[config.mk]
export PLATFORM = sky130hd
export DESIGN_NAME = des_block_packer
export DESIGN_NICKNAME = d
export VERILOG_FILES = /design/src/rtl/des_block_packer.sv
export SDC_FILE = /design/constraint.sdc
export NUM_CORES = 1
export LEC_CHECK = 0
export ABC_AREA = 1
export BUFFER_PORTS_ARGS = -buffer_cell sky130_fd_sc_hd__buf_2
export CAP_MARGIN = 20
export CELL_PAD_IN_SITES_DETAIL_PLACEMENT = 0
export CELL_PAD_IN_SITES_GLOBAL_PLACEMENT = 1
export CORE_MARGIN = 3
export CORE_UTILIZATION = 40
export DETAILED_ROUTE_END_ITERATION = 10
export PLACE_DENSITY_LB_ADDON = 0.1
export SYNTH_ARGS = -nofsm -noshare
export SYNTH_HDL_FRONTEND = slang
export SYNTH_SLANG_ARGS = --single-unit
[constraint.sdc]
create_clock -name clk_i -period 3.35 [get_ports clk_i]
set_clock_uncertainty 0.1 [all_clocks]
set_input_delay 0 -clock clk_i [delete_from_list [all_inputs] [get_ports clk_i]]
set_output_delay 0 -clock clk_i [all_outputs]
set_load 0.01 [all_outputs]
[src/rtl/des_block_packer.sv]
// Byte-stream to 64-bit block packer feeding the DES core, with key/mode staging.
// Define DES_PKCS5_PAD_EN to build PKCS#5 padding (adds the PAD state for boundary messages).
module des_block_packer #(
  parameter logic [7:0] PAD_BYTE = 8'h00
) (
  input  logic        clk_i,
  input  logic        reset_i,
  input  logic [0:63] key_i,
  input  logic        mode_i,
  input  logic        key_load_i,
  input  logic [7:0]  byte_i,
  input  logic        byte_valid_i,
  input  logic        byte_last_i,
  output logic        byte_ready_o,
  output logic [0:63] data_o,
  output logic [0:63] key_o,
  output logic        mode_o,
  output logic        valid_o,
  output logic        last_o
);

`ifdef DES_PKCS5_PAD_EN
  typedef enum logic {FILL, PAD} state_t;
  state_t state_q, state_d;
`endif

  logic [0:63] shadow_q, shadow_d;
  logic [2:0]  cnt_q, cnt_d;
  logic [0:63] data_q, data_d;
  logic [0:63] key_pend_q, key_pend_d;
  logic        mode_pend_q, mode_pend_d;
  logic [0:63] key_q, key_d;
  logic        mode_q, mode_d;
  logic        valid_q, valid_d;
  logic        last_q, last_d;
  logic        accept;
  logic        key_load_ok;
  logic [7:0]  fill_byte;
  logic [0:63] block;

`ifdef DES_PKCS5_PAD_EN
  assign byte_ready_o = (state_q == FILL);
  assign fill_byte    = 8'd7 - {5'd0, cnt_q};
  assign key_load_ok  = key_load_i && (cnt_q == 3'd0) && !accept && (state_q == FILL);
`else
  assign byte_ready_o = 1'b1;
  assign fill_byte    = PAD_BYTE;
  assign key_load_ok  = key_load_i && (cnt_q == 3'd0) && !accept;
`endif

  assign accept = byte_valid_i && byte_ready_o;

  // Completed block as it would look if the current byte finished it; unused slots take the fill value.
  always_comb begin
    block = shadow_q;
    for (int i = 0; i < 8; i++) begin
      if (i == int'(cnt_q)) begin
        block[8*i +: 8] = byte_i;
      end else if (i > int'(cnt_q)) begin
        block[8*i +: 8] = fill_byte;
      end
    end
  end

  always_comb begin
    shadow_d    = shadow_q;
    cnt_d       = cnt_q;
    data_d      = data_q;
    key_pend_d  = key_pend_q;
    mode_pend_d = mode_pend_q;
    key_d       = key_q;
    mode_d      = mode_q;
    valid_d     = 1'b0;
    last_d      = 1'b0;
`ifdef DES_PKCS5_PAD_EN
    state_d     = state_q;
`endif

    if (key_load_ok) begin
      key_pend_d  = key_i;
      mode_pend_d = mode_i;
    end

    if (accept) begin
      if ((cnt_q == 3'd7) || byte_last_i) begin
        data_d  = block;
        valid_d = 1'b1;
        last_d  = byte_last_i;
        key_d   = key_pend_q;
        mode_d  = mode_pend_q;
        cnt_d   = 3'd0;
`ifdef DES_PKCS5_PAD_EN
        // A message ending exactly on a block boundary still owes a full pad block.
        if (byte_last_i && (cnt_q == 3'd7)) begin
          last_d  = 1'b0;
          state_d = PAD;
        end
`endif
      end else begin
        shadow_d[8*cnt_q +: 8] = byte_i;
        cnt_d = cnt_q + 3'd1;
      end
    end

`ifdef DES_PKCS5_PAD_EN
    if (state_q == PAD) begin
      data_d  = {8{8'h08}};
      valid_d = 1'b1;
      last_d  = 1'b1;
      key_d   = key_pend_q;
      mode_d  = mode_pend_q;
      state_d = FILL;
    end
`endif
  end

  always_ff @(posedge clk_i or negedge reset_i) begin
    if (!reset_i) begin
      shadow_q    <= '0;
      cnt_q       <= '0;
      data_q      <= '0;
      key_pend_q  <= '0;
      mode_pend_q <= 1'b0;
      key_q       <= '0;
      mode_q      <= 1'b0;
      valid_q     <= 1'b0;
      last_q      <= 1'b0;
`ifdef DES_PKCS5_PAD_EN
      state_q     <= FILL;
`endif
    end else begin
      shadow_q    <= shadow_d;
      cnt_q       <= cnt_d;
      data_q      <= data_d;
      key_pend_q  <= key_pend_d;
      mode_pend_q <= mode_pend_d;
      key_q       <= key_d;
      mode_q      <= mode_d;
      valid_q     <= valid_d;
      last_q      <= last_d;
`ifdef DES_PKCS5_PAD_EN
      state_q     <= state_d;
`endif
    end
  end

  assign data_o  = data_q;
  assign key_o   = key_q;
  assign mode_o  = mode_q;
  assign valid_o = valid_q;
  assign last_o  = last_q;

endmodule
==> impl_metrics.toml <==
[yosys]
cell_area_after_synthesis_sq_um = 11100
synth_cells = 1295
synthesis.area_per_instance_sq_um = 8.55
synth_cell_types = 28
synth-warning-count = 0
synth.net_count = 1379
synth.yosys.seq_area_share = 0.576
yosys_register_bits = 255

[power_and_ir_drop]
peakVddDrop_mv = 0.360
p_leak_nw = 7.66
power-per-cell-area_nw_per_um2 = 676

[route]
route.antenna.remaining_nets = 0
count_of_unresolved_drc_violations_after_routing = 0
avgViaCountPerCell = 4.58
routedWlPerCell_microns = 14.9
dr.pass1.iters = 5
drt_iter0_markers = 536
route.vias.total = 8914
drt-total-wl_mm = 29.0

[clocking]
clock_tree.root_cell = "clkbuf_16"
tritoncts.num_buffers = 30
clock_latency_on_the_worst_skew_pair_ns = 0.54
post_cts_resize_count = 0
cts-htree-levels = 1
clk_transition_reported_paths_ns = 0.06
cts_num_sinks = 255
clock_tree_from_tritoncts = "yes"
post_cts_hold_fix_bufs = 77
post-cts-setup-buffer-count = 0
max-clock-path-buffers = 3

[cells_and_area]
filler_cells_inserted = 2664
layout-area-overhead-vs-synth_pct = 27.4
finish.instance_area_sq_um = 14100
layout.cells.non_filler = 1945
finish.net_count = 1635
drive_gt1_frac = 0.204

[place]
port_buffers = 208
detailedPlace.worstSlack_ns = 0.893
placed_area_sq_um = 12300
post-dp-hpwl_mm = 18.2
final_estimated_routing_congestion_in_global_placement = 0.795
placedCellCount = 1814

[sta]
worst_setup_slack_final_ns = 0.893
fin_worst_hold_slack_ns = -0.00429
final-max-slew-violation-count = 0
hold_violations = 1
setup_violations = 0
grt_setup_unrepaired = "false"
finalCritPeriodShare = 0.733
slew_headroom = 0.406
max_freq_mhz = 407
finalSetupTns_ns = 0
worstMarginPinSlew_ns = 0.891
layout_min_cycle_time_ns = 2.46

[floorplanning]
floorplan.die.height_microns = 172
area_of_the_core_region_sq_um = 27100
rows = 60
fp.dieArea_sq_um = 29700
number_of_top_level_pins = 210
chip_width_microns = 172
initial_utilization = 0.409

[run]
total_of_max_cap_violations = 0

[setup_path]
worstSetupEndpointType = "flip-flop"
critPathRequiredTime_ns = 3.64
worst_ep_arrival_time_ns = 2.75
start_kind = "flip-flop"
criticalPathCategory = "flip-flop to flip-flop"
rr_startpoint = "cnt_q[0]"
ff2ff_path_depth = 6
timing.critical_path.fanout_max = 130
regToRegSetupSlack_ns = 0.89
crit-reg2reg-capture = "key_pend_q[40]"

[status]
run_status = "complete, but fails checks"
failed_checks = "negative hold slack"

[global_routing]
antenna_found_initial = 1
global_route.usage.total = 0.197
grt_start_max_net_pins = 139
grt.overflow.total = 0
via_count_of_the_first_global_routing_pass = 8832
first_pass_grt_wire_length_mm = 47.2

[min_path]
hold_path.class = "primary input to async pin"
==> metal layers <==
layer  up-vias  GRT usage  part of all wire
met5         -          0                 0
met4         0     0.0476             0.020
met3        38     0.0489             0.068
met2       233      0.306              0.44
met1      4113      0.278              0.47
li1       4530          -                 -
==> registers in the layout (all words and copies together) (netlist names) <==
signal and cells:
cnt_q 3, key_o 64, data_o 64, key_pend_q 64
shadow_q 56, mode_o 1, valid_o 1, last_o 1
mode_pend_q 1
==> report_power, final <==
part	switching, mW	internal (mW)
Sequential	0.369	3.81
Combinational	1.15	0.734
Clock	1.27	2.21
Total	2.78	6.75
==> placed cells by master (no fill, tap or decap), types with 8 or more instances in the layout <==
master,n
buf_2,207
clkbuf_16,31
dfrtp_1,255
dlygate4sd3_1,77
inv_1,113
nand2_1,543
nand3_1,43
nor2_1,51
nor3_1,18
o211ai_1,8
o21ai_0,109
o21ai_1,9
o21ai_2,34
==> stage by stage <==
stage	total power [mW]	util
3_3_place_gp	6.03	0.453
4_1_cts	9.68	0.521
2_1_floorplan	5.33	-
5_1_grt	10.1	0.521
3_5_place_dp	6.08	0.453
6_report	9.54	0.521
==> critical path, stage by stage, from the launching register on <==
cell	delay (ns)
dfrtp_1	0.35
buf_4	0.34
inv_1	0.21
ha_1	0.43
nand4_4	0.19
buf_12	0.45
o21ai_0	0.17
==> worst max path at each step <==
stage                          end     start  slack, ns
global placement    key_pend_q[51]  cnt_q[0]       0.98
floorplan             shadow_q[48]  cnt_q[0]       1.61
CTS                 key_pend_q[40]  cnt_q[0]       0.87
detailed placement  key_pend_q[40]  cnt_q[0]       0.89
finish              key_pend_q[40]  cnt_q[0]       0.89
global route        key_pend_q[40]  cnt_q[0]       0.66
==> cells by family after synthesis <==
logic type / Yosys count / share of synthesized area
AOI/OAI and AO/OA: 172 / 0.0919
DFF: 255 / 0.576
buffers and inverters: 189 / 0.0829
adders and majority gates: 6 / 0.00678
and+or+nand+nor: 672 / 0.242
other: 1 / 0.000339
==> final cells by class <==
type	count	area, sq um	area share
Timing Repair Buffer	295	1970	0.140
Antenna cell	1	2.50	0.000177
Tap cell	372	465	0.0330
Clock buffer	42	887	0.0628
Sequential cell	255	6380	0.452
Multi-Input combinational cell	851	3780	0.268
Inverter	118	447	0.0316
Clock inverter	11	180	0.0128
==> synthesized netlist by cell type <==
cell / instances / area share
a21oi_1: 4 / 0.0018
a31oi_1: 7 / 0.0040
buf_2: 33 / 0.015
buf_4: 13 / 0.0088
buf_6: 14 / 0.014
buf_8: 1 / 0.0014
clkbuf_1: 10 / 0.0034
conb_1: 1 / 0.00034
dfrtp_1: 255 / 0.58
ha_1: 6 / 0.0068
inv_1: 113 / 0.038
inv_2: 4 / 0.0014
inv_4: 1 / 0.00057
nand2_1: 543 / 0.18
nand2_2: 6 / 0.0034
nand2_4: 1 / 0.0010
nand3_1: 43 / 0.019
nand4_1: 2 / 0.0011
nand4_4: 1 / 0.0019
nor2_1: 51 / 0.017
nor2_2: 3 / 0.0017
nor2_4: 4 / 0.0041
nor3_1: 18 / 0.0081
o211ai_1: 8 / 0.0054
o21ai_0: 109 / 0.049
o21ai_1: 9 / 0.0041
o21ai_2: 34 / 0.027
o22ai_1: 1 / 0.00057
No activity file was read; power rests on OpenSTA's default activity.
